File: src/rtl/cpu_reg_file_if.sv
// cpu_reg_file_if
// Bundles the update controls going into the architectural register bank
// and the eight register buses (plus sp_wrap) coming back out of it.
// master : the control unit. It drives the update strobes and reads the buses.
// slave  : the register bank. It receives the strobes and drives the buses.
// Signals:
//   wr_en/wr_sel/wr_data    write-back strobe, target register, value
//   sp_inc/sp_dec/pc_inc    stack pointer and program counter steps
//   flag_mask/flag_data     masked update of P
//   a_out..tmp_out          register contents (mux inputs in0..in7)
//   sp_wrap                 one-cycle pulse after an SP wrap-around
interface cpu_reg_file_if #(
  parameter int REG_WIDTH = 8
);
  logic                 wr_en;
  logic [2:0]           wr_sel;
  logic [REG_WIDTH-1:0] wr_data;
  logic                 sp_inc;
  logic                 sp_dec;
  logic                 pc_inc;
  logic [7:0]           flag_mask;
  logic [7:0]           flag_data;
  logic [REG_WIDTH-1:0] a_out;
  logic [REG_WIDTH-1:0] x_out;
  logic [REG_WIDTH-1:0] y_out;
  logic [REG_WIDTH-1:0] sp_out;
  logic [REG_WIDTH-1:0] pcl_out;
  logic [REG_WIDTH-1:0] pch_out;
  logic [REG_WIDTH-1:0] p_out;
  logic [REG_WIDTH-1:0] tmp_out;
  logic                 sp_wrap;

  modport master (
    output wr_en, wr_sel, wr_data, sp_inc, sp_dec, pc_inc, flag_mask, flag_data,
    input  a_out, x_out, y_out, sp_out, pcl_out, pch_out, p_out, tmp_out, sp_wrap
  );

  modport slave (
    input  wr_en, wr_sel, wr_data, sp_inc, sp_dec, pc_inc, flag_mask, flag_data,
    output a_out, x_out, y_out, sp_out, pcl_out, pch_out, p_out, tmp_out, sp_wrap
  );
endinterface

File: src/rtl/cpu_reg_file.sv
// cpu_reg_file
// Architectural register bank of the 6502-compatible core. It holds A, X, Y,
// SP, PCL, PCH, P and TMP, and drives them as eight parallel registered buses
// into the operand mux. Write-back, SP step, 16-bit PC increment and the
// masked flag update all take effect on the same rising edge.
// Ports:
//   clk    system clock; all state updates on its rising edge
//   rst_n  asynchronous, active-low reset
//   bus    cpu_reg_file_if.slave (update controls in, register buses out)
module cpu_reg_file #(
  parameter int          REG_WIDTH = 8,
  parameter logic [15:0] RESET_PC  = 16'hFFFC,
  parameter logic [7:0]  RESET_SP  = 8'hFD
) (
  input  logic          clk,
  input  logic          rst_n,
  cpu_reg_file_if.slave bus
);

  localparam logic [REG_WIDTH-1:0] P_RESET = REG_WIDTH'(8'h34);
  // P bit 5 is unused on the 6502 and always reads as 1.
  localparam logic [REG_WIDTH-1:0] P_BIT5  = REG_WIDTH'(8'h20);
  localparam logic [REG_WIDTH-1:0] ONE     = REG_WIDTH'(1);

  logic [REG_WIDTH-1:0]   a_q, x_q, y_q, sp_q, pcl_q, pch_q, p_q, tmp_q;
  logic                   sp_wrap_q;

  logic [7:0]             wr_hit;
  logic [REG_WIDTH-1:0]   sp_next, pcl_next, pch_next, p_next;
  logic                   sp_wrap_next;
  logic [2*REG_WIDTH-1:0] pc_sum;
  logic [REG_WIDTH-1:0]   mask_w, fdata_w;

  // Next-state logic for the registers that have more than one update path.
  // A write-back always has priority over the increment/step/flag paths.
  always_comb begin
    wr_hit = '0;
    if (bus.wr_en) wr_hit[bus.wr_sel] = 1'b1;

    sp_next      = sp_q;
    sp_wrap_next = 1'b0;
    if (wr_hit[3]) begin
      sp_next = bus.wr_data;
    end else if (bus.sp_inc && !bus.sp_dec) begin
      sp_next      = sp_q + ONE;
      sp_wrap_next = (sp_q == '1);
    end else if (bus.sp_dec && !bus.sp_inc) begin
      sp_next      = sp_q - ONE;
      sp_wrap_next = (sp_q == '0);
    end

    // A write to either PC byte cancels the increment for the whole cycle,
    // so the byte that is not written simply holds.
    pc_sum   = {pch_q, pcl_q} + (2*REG_WIDTH)'(1);
    pcl_next = pcl_q;
    pch_next = pch_q;
    if (wr_hit[4] || wr_hit[5]) begin
      if (wr_hit[4]) pcl_next = bus.wr_data;
      if (wr_hit[5]) pch_next = bus.wr_data;
    end else if (bus.pc_inc) begin
      {pch_next, pcl_next} = pc_sum;
    end

    mask_w  = REG_WIDTH'(bus.flag_mask);
    fdata_w = REG_WIDTH'(bus.flag_data);
    if (wr_hit[6]) begin
      p_next = bus.wr_data | P_BIT5;
    end else begin
      p_next = (p_q & ~mask_w) | (fdata_w & mask_w) | P_BIT5;
    end
  end

  // Register bank. Everything holds while rst_n is low.
  always_ff @(posedge clk or negedge rst_n) begin
    if (!rst_n) begin
      a_q       <= '0;
      x_q       <= '0;
      y_q       <= '0;
      sp_q      <= REG_WIDTH'(RESET_SP);
      pcl_q     <= REG_WIDTH'(RESET_PC[7:0]);
      pch_q     <= REG_WIDTH'(RESET_PC[15:8]);
      p_q       <= P_RESET;
      tmp_q     <= '0;
      sp_wrap_q <= 1'b0;
    end else begin
      if (wr_hit[0]) a_q   <= bus.wr_data;
      if (wr_hit[1]) x_q   <= bus.wr_data;
      if (wr_hit[2]) y_q   <= bus.wr_data;
      if (wr_hit[7]) tmp_q <= bus.wr_data;
      sp_q      <= sp_next;
      pcl_q     <= pcl_next;
      pch_q     <= pch_next;
      p_q       <= p_next;
      sp_wrap_q <= sp_wrap_next;
    end
  end

  assign bus.a_out   = a_q;
  assign bus.x_out   = x_q;
  assign bus.y_out   = y_q;
  assign bus.sp_out  = sp_q;
  assign bus.pcl_out = pcl_q;
  assign bus.pch_out = pch_q;
  assign bus.p_out   = p_q;
  assign bus.tmp_out = tmp_q;
  assign bus.sp_wrap = sp_wrap_q;

endmodule

File: src/flat_wrapper.sv
// flat-port wrapper written by rule: the top's interface ports become plain ports
module cpu_reg_file_flat 
#(
  parameter int          REG_WIDTH = 8,
  parameter logic [15:0] RESET_PC  = 16'hFFFC,
  parameter logic [7:0]  RESET_SP  = 8'hFD
)
  (clk, rst_n, bus_wr_en, bus_wr_sel, bus_wr_data, bus_sp_inc, bus_sp_dec, bus_pc_inc, bus_flag_mask, bus_flag_data, bus_a_out, bus_x_out, bus_y_out, bus_sp_out, bus_pcl_out, bus_pch_out, bus_p_out, bus_tmp_out, bus_sp_wrap);
  cpu_reg_file_if #(.REG_WIDTH(REG_WIDTH)) bus_i ();
  input  logic clk;
  input  logic rst_n;
  input wire logic [$bits(bus_i.wr_en)-1:0] bus_wr_en;
  input wire logic [$bits(bus_i.wr_sel)-1:0] bus_wr_sel;
  input wire logic [$bits(bus_i.wr_data)-1:0] bus_wr_data;
  input wire logic [$bits(bus_i.sp_inc)-1:0] bus_sp_inc;
  input wire logic [$bits(bus_i.sp_dec)-1:0] bus_sp_dec;
  input wire logic [$bits(bus_i.pc_inc)-1:0] bus_pc_inc;
  input wire logic [$bits(bus_i.flag_mask)-1:0] bus_flag_mask;
  input wire logic [$bits(bus_i.flag_data)-1:0] bus_flag_data;
  output wire logic [$bits(bus_i.a_out)-1:0] bus_a_out;
  output wire logic [$bits(bus_i.x_out)-1:0] bus_x_out;
  output wire logic [$bits(bus_i.y_out)-1:0] bus_y_out;
  output wire logic [$bits(bus_i.sp_out)-1:0] bus_sp_out;
  output wire logic [$bits(bus_i.pcl_out)-1:0] bus_pcl_out;
  output wire logic [$bits(bus_i.pch_out)-1:0] bus_pch_out;
  output wire logic [$bits(bus_i.p_out)-1:0] bus_p_out;
  output wire logic [$bits(bus_i.tmp_out)-1:0] bus_tmp_out;
  output wire logic [$bits(bus_i.sp_wrap)-1:0] bus_sp_wrap;
  assign bus_i.wr_en = bus_wr_en;
  assign bus_i.wr_sel = bus_wr_sel;
  assign bus_i.wr_data = bus_wr_data;
  assign bus_i.sp_inc = bus_sp_inc;
  assign bus_i.sp_dec = bus_sp_dec;
  assign bus_i.pc_inc = bus_pc_inc;
  assign bus_i.flag_mask = bus_flag_mask;
  assign bus_i.flag_data = bus_flag_data;
  assign bus_a_out = bus_i.a_out;
  assign bus_x_out = bus_i.x_out;
  assign bus_y_out = bus_i.y_out;
  assign bus_sp_out = bus_i.sp_out;
  assign bus_pcl_out = bus_i.pcl_out;
  assign bus_pch_out = bus_i.pch_out;
  assign bus_p_out = bus_i.p_out;
  assign bus_tmp_out = bus_i.tmp_out;
  assign bus_sp_wrap = bus_i.sp_wrap;
  cpu_reg_file #(.REG_WIDTH(REG_WIDTH), .RESET_PC(RESET_PC), .RESET_SP(RESET_SP)) u_core (.clk(clk), .rst_n(rst_n), .bus(bus_i));
endmodule
File: config.mk
export PLATFORM = sky130hd
export DESIGN_NAME = cpu_reg_file_flat
export DESIGN_NICKNAME = d
export VERILOG_FILES = /design/src/rtl/cpu_reg_file_if.sv /design/src/rtl/cpu_reg_file.sv /design/src/flat_wrapper.sv
export SDC_FILE = /design/constraint.sdc
export NUM_CORES = 1
export LEC_CHECK = 0
export CORE_UTILIZATION = 40
export CTS_CLUSTER_DIAMETER = 200
export DETAILED_ROUTE_END_ITERATION = 12
export DONT_BUFFER_PORTS = 1
export PLACE_DENSITY = 0.58
export SYNTH_ARGS = -nofsm -noshare
export SYNTH_HDL_FRONTEND = slang
export SYNTH_SLANG_ARGS = --single-unit
File: constraint.sdc
create_clock -name clk -period 4.15 [get_ports clk]
set_input_delay 0.6225 -clock clk [delete_from_list [all_inputs] [get_ports clk]]
set_output_delay 0.6225 -clock clk [all_outputs]
set_load 0.02 [all_outputs]
==> results of run 1 <==
==> report_power, final <==
group	switching (µW)	internal [µW]	total (µW)
combinational	303	305	608
sequential	443	882	1320
clock	252	339	591
==> metal layers <==
layer | GRT usage | share of wire
met1 | 0.245 | 0.44
met2 | 0.305 | 0.46
met3 | 0.0659 | 0.074
met4 | 0.0885 | 0.023
met5 | 0 | 0
==> per-stage QoR <==
stage,hold WS (ns),setup slack [ns]
floorplan,0.327,1.60
global placement,0.329,1.44
detailed placement,0.329,1.39
CTS,0.0938,1.76
global route,0.0887,1.57
finish,0.115,1.72
==> logic make-up (layout without fill, tap and decap cells) <==
| logic type | Yosys count | in the layout | share of synthesized area |
|---|---|---|---|
| and+or+nand+nor | 101 | 101 | 0.147 |
| AOI/OAI and AO/OA | 78 | 78 | 0.139 |
| DFF | 64 | 64 | 0.492 |
| muxes | 42 | 42 | 0.139 |
| buffers and inverters | 19 | 24 | 0.0253 |
| adders and majority gates | 11 | 11 | 0.0438 |
| xor gates and xnor gates | 5 | 5 | 0.0132 |
| other | 1 | 1 | 0.00113 |
==> what timing repair did <==
item / CTS / global route
hold buffers: 1 / 0
setup endpoints to repair: 0 / 0
setup buffers: 0 / 0
hold endpoints to repair: 41 / 0
==> worst max-delay path, cell delays in order <==
cell and delay [ns]:
inv_1 0.03, ha_1 0.26, inv_1 0.20, ha_1 0.40
o21ai_0 0.14, or3_1 0.39, a211oi_1 0.25, a311oi_1 0.08
xor2_1 0.16, a21oi_1 0.15
==> synthesized netlist by cell type, types with 3 or more instances <==
cell	n
a311oi_1	3
and4_1	3
mux2i_1	9
nand3_1	8
ha_1	10
dfrtp_1	41
xor2_1	3
o21ai_0	8
nor3_1	4
a21oi_1	43
mux2_2	33
a21o_1	3
and3_1	5
buf_2	4
a211oi_1	6
nand2_1	21
nand4_1	4
o22ai_1	8
dfstp_2	23
nor2_1	43
inv_1	6
clkbuf_1	6
==> placed cells by master (no fill, tap or decap), drive strengths merged, types with 2 or more instances in the layout <==
cell    instances
mux2           33
and3            5
a21oi          43
a211oi          6
clkbuf          9
xnor2           2
o22ai           8
nor4            2
dfstp          23
nand2          21
nor3            6
a311oi          3
nor2           43
ha             10
bufinv          2
o21ai           8
inv             7
a21o            4
nand4           4
dfrtp          41
clkinv          3
xor2            3
mux2i           9
nand3           8
buf             2
nand3b          2
and4            3
==> final cells by class <==
| cell class | instances | area, µm² |
|---|---|---|
| Clock inverter | 7 | 95.1 |
| Sequential cell | 64 | 1630 |
| Fill cell | 736 | 4260 |
| Multi-Input combinational cell | 238 | 1600 |
| Tap cell | 102 | 128 |
| Inverter | 6 | 22.5 |
| Clock buffer | 9 | 124 |
| Timing Repair Buffer | 2 | 27.5 |
==> final timing paths <==
path | startpoint | end | slack, ns | cells past startpoint
worst max register to register | u_core.bus.sp_out[1]$_DFFE_PN0P_ | u_core.bus.sp_out[7]$_DFFE_PN1P_ | 1.98 | 7
worst min register to register | u_core.bus.pch_out[7]$_DFFE_PN1P_ | u_core.bus.pch_out[7]$_DFFE_PN1P_ | 0.57 | 2
worst min-delay path | rst_n | u_core.bus.pch_out[6]$_DFFE_PN1P_ | 0.12 | 0
min in group clk | bus_wr_data[0] | u_core.bus.sp_out[0]$_DFFE_PN1P_ | 0.40 | 2
worst max-delay path | bus_sp_dec | u_core.bus.sp_out[7]$_DFFE_PN1P_ | 1.72 | 10
max in group asynchronous | rst_n | u_core.bus.x_out[2]$_DFFE_PN0P_ | 3.81 | 1
==> impl_metrics.csv, run 1 <==
group,metric,value,unit
run_status,status,"finished, final reports clean",
die,die_w,93.0,µm
global_route,first_global_vias,2428,
layout,synthToLayoutAreaGrowth,9.44,%
power_and_ir_drop,power.density,696,mW/mm²
sta,max_freq,411,MHz
placed_design,port_buffers,0,
global_route,grt_usage,0.195,
synth,syn-num-nets,365,
synth,synthDistinctLibCells,44,
detailed_routing,ant_nets,0,
clock_network,clock_latency,0.34,ns
die,die-area,0.00865,mm²
setup_path,worstSetupStartpointType,"primary input",
detailed_routing,drtIter0Drc,88,
clock_network,cts_resized,0,
clock_network,clk_pin_slew_worst_paths,0.08,ns
detailed_routing,vias_per_cell,5.74,
synth,synth-main-ff-cell,"dfrtp_1",
synth,synth.area.top_cells,"dfrtp_1 31%, dfstp_2 18%, mux2_2 11%, a21oi_1 6.5%, nor2_1 4.9%",
sta,slew_headroom,0.521,
worst_hold_path,hold_class,"primary input to async pin",
sta,finalClockSkew,0.00856,ns
flow_run,cap_violations,0,
setup_path,cp-end-kind,"flop",
power_and_ir_drop,p_total,2520,µW
layout,fin_area,0.00363,mm²
global_route,antenna_found_initial,0,
die,initial_core_util,0.420,
power_and_ir_drop,vdd_drop_max,0.283,mV
placed_design,routabilityCongestion,0.820,
synth,ys_seq_area_frac,0.492,
clock_network,cts_tree,"built",
layout,postLayoutCoreUtil,0.460,
detailed_routing,wl_per_cell,18.8,µm
synth,synth_top_cell_by_area,"dfrtp_1",
clock_network,cts_max_level,3,
setup_path,worstPathArrival,2.70,ns
setup_path,critPathMaxFanout,8,
sta,fin_setup_tns,0,ns
layout,drive_gt1_frac,0.242,
sta,period_minus_slack,2.43,ns
die,rows,32,
synth,synth_edf_count,0,
detailed_routing,dr.pass1.iters,4,
sta,hold_viol,0,
sta,rsz0062_at_grt,"false",
clock_network,cts_root_buf,"clkbuf_8",
synth,yosysWarnings,0,
layout,layout.cells.non_filler,428,
synth,yosys_register_bits,64,
die,fp.coreArea,0.00789,mm²
synth,synth_top_area_frac,0.310,
detailed_routing,drc,0,
detailed_routing,routed_wl,8040,µm
clock_network,numCtsBuffers,9,
power_and_ir_drop,p_leak,0.00152,µW
sta,min_period_over_period,0.586,
clock_network,clk_path_buf_depth,2,
sta,tightestPinTransition,0.715,ns
sta,finalSetupViolations,0,
die,die_h,93.0,µm
synth,syn_area_per_cell,10.3,µm²
synth,async_flop_share,1.00,
synth,syn_area,0.00331,mm²
global_route,grt_pass1_wl,12700,µm
global_route,grt_max_degree,42,
global_route,gr-total-overflow,0,
placed_design,dp_cells,411,
placed_design,place_area,0.00339,mm²
layout,final_nets,365,
clock_network,clock_sinks,64,
sta,drv_slew,0,
layout,diodes,0,
setup_path,required,4.42,ns
synth,syn-instance-count,321,
die,pin_count,98,
placed_design,dp_hpwl,5480,µm
detailed_routing,vias,2455,
setup_path,path_class,"primary input to flop",
Note: power is estimated with default switching activity, not from simulation.
==> run 2, diff against run 1 <==
==> constraint.sdc (replaced) <==
create_clock -name clk -period 2.3 [get_ports clk]
set_input_delay 0.345 -clock clk [delete_from_list [all_inputs] [get_ports clk]]
set_output_delay 0.345 -clock clk [all_outputs]
set_load 0.02 [all_outputs]
==> run 2 against run 1 <==
Non-clock buffer count rose by 11. Count of clock-buffer cells in the layout did not move. Routed wire length down 2.5%. Clock power is 100% higher. Combinational power grew 110%. Critical endpoint unchanged. Highest routed layer unchanged.
==> impl_metrics.csv, run 2 (synthesis gave the netlist of run 1 again) <==
group,metric,value,unit
run_status,status,"finished, final reports clean",
global_route,grt_pass1_wl,12500,µm
layout,final_cell_mix,"43 x nor2_1, 43 x a21oi_1, 41 x dfrtp_1, 33 x mux2_2, 23 x dfstp_2",
layout,drive_gt1_frac,0.267,
sta,max_freq,483,MHz
setup_path,worstPathArrival,2.34,ns
sta,setup_ws,0.229,ns
detailed_routing,dr_wl_met3,579,µm
clock_network,cts_tree,"built",
placed_design,pre_cts_ws,0.0204,ns
detailed_routing,drc,0,
power_and_ir_drop,p_leak,0.00159,µW
power_and_ir_drop,pwr-share-clk,0.253,
setup_path,cp-end-kind,"flop",
placed_design,dp_hpwl,5460,µm
clock_network,cts_max_level,3,
clock_network,clock_latency,0.34,ns
power_and_ir_drop,p_int,2950,µW
clock_network,clk_path_buf_depth,2,
global_route,grt_max_degree,65,
sta,drv_slew,0,
detailed_routing,wl_per_cell,17.9,µm
sta,hold_viol,0,
detailed_routing,ant_nets,0,
layout,fillers,744,
global_route,gr-total-overflow,0,
sta,rsz0062_at_grt,"false",
placed_design,routabilityCongestion,0.830,
sta,min_period_over_period,0.900,
setup_path,required,2.57,ns
sta,finalClockSkew,0.00885,ns
die,die_w,93.0,µm
setup_path,path_class,"flop to flop",
die,initial_core_util,0.420,
detailed_routing,dr.pass1.iters,4,
sta,tightestPinTransition,0.665,ns
placed_design,port_buffers,0,
layout,synthToLayoutAreaGrowth,13.2,%
detailed_routing,drtIter0Drc,99,
die,rows,32,
worst_hold_path,hold_class,"primary input to flop",
power_and_ir_drop,vdd_drop_max,0.507,mV
die,fp.coreArea,0.00789,mm²
power_and_ir_drop,p_comb_frac,0.261,
clock_network,clock_sinks,64,
global_route,grt_usage,0.190,
layout,diodes,0,
sta,period_minus_slack,2.07,ns
layout,final_nets,376,
detailed_routing,vias,2478,
flow_run,cap_violations,0,
detailed_routing,wl_met2,3730,µm
power_and_ir_drop,switching_share,0.383,
clock_network,clk_pin_slew_worst_paths,0.08,ns
die,die-area,0.00865,mm²
global_route,antenna_found_initial,0,
clock_network,numCtsBuffers,9,
power_and_ir_drop,power.density,1270,mW/mm²
power_and_ir_drop,p_switching,1830,µW
detailed_routing,highest_layer,"met4",
power_and_ir_drop,seq_power_share,0.485,
sta,fin_setup_tns,0,ns
die,pin_count,98,
sta,slew_headroom,0.554,
detailed_routing,routed_wl,7840,µm
die,die_h,93.0,µm
setup_path,critPathMaxFanout,5,
setup_path,worstSetupStartpointType,"flop",
detailed_routing,vias_per_cell,5.64,
sta,finalSetupViolations,0,
global_route,first_global_vias,2413,
clock_network,post-cts-setup-buffers,0,
clock_network,cts_root_buf,"clkbuf_8",
detailed_routing,m1WireLength,3450,µm
==> run 2: final cells by class <==
| type | instances | area [µm²] | share of cell area |
|---|---|---|---|
| Sequential cell | 64 | 1630 | 0.435 |
| Multi-Input combinational cell | 238 | 1600 | 0.427 |
| Inverter | 6 | 22.5 | 0.00600 |
| Clock inverter | 7 | 125 | 0.0334 |
| Tap cell | 102 | 128 | 0.0340 |
| Clock buffer | 9 | 124 | 0.0330 |
| Timing Repair Buffer | 13 | 120 | 0.0320 |
==> run 2: routing by layer <==
metal | track usage | vias to the layer above
met2 | 0.303 | 71
met5 | 0 | -
li1 | - | 1181
met3 | 0.0748 | 7
met1 | 0.240 | 1219
met4 | 0.0538 | 0
==> run 2: power groups by stage <==
stage          clock [µW]  combinational [µW]  sequential [µW]
3_3_place_gp            0                1190             2340
3_5_place_dp            0                1220             2340
5_1_grt              1280                1410             2390
2_1_floorplan           0                 932             2270
6_report             1210                1250             2320
4_1_cts              1240                1250             2330
==> run 2: worst max-delay path, cell delays in order (launching register included) <==
cell and delay [ns]:
dfstp_2 0.64, ha_2 0.24, o21ai_0 0.12, or3_1 0.38, a211oi_1 0.24, a311oi_1 0.08
xor2_1 0.16, a21oi_1 0.15
==> run 2: final timing paths <==
kind | slack, ns | from | to | depth (start not counted)
worst max-delay path | 0.23 | u_core.bus.sp_out[2]$_DFFE_PN1P_ | u_core.bus.sp_out[7]$_DFFE_PN1P_ | 7
worst min-delay path | 0.14 | bus_wr_data[4] | flop | 2
worst max register to register | 0.23 | u_core.bus.sp_out[2]$_DFFE_PN1P_ | u_core.bus.sp_out[7]$_DFFE_PN1P_ | 7
worst min register to register | 0.57 | u_core.bus.pch_out[7]$_DFFE_PN1P_ | u_core.bus.pch_out[7]$_DFFE_PN1P_ | 2
max in group asynchronous | 1.45 | rst_n | u_core.bus.pcl_out[3]$_DFFE_PN1P_ | 2
min in group asynchronous | 0.54 | rst_n | u_core.bus.a_out[6]$_DFFE_PN0P_ | 2
==> run 2: repair_timing <==
item                                    4_1_cts  5_1_grt
hold buffers                                  2        0
endpoints found under the setup margin        0        1
gates resized for setup                       0        1
endpoints found under the hold margin        64        0
==> run 2: per-stage QoR <==
step           std cells   util  area, µm²  hold slack [ns]  total power (µW)
2_1_floorplan        321      -       3310           0.0494              3200
3_3_place_gp         421  0.439       3460           0.0510              3520
3_5_place_dp         421  0.439       3460           0.0513              3560
4_1_cts              439  0.475       3750            0.121              4820
5_1_grt              439  0.476       3750            0.124              5080
6_report             439  0.476       3750            0.135              4780
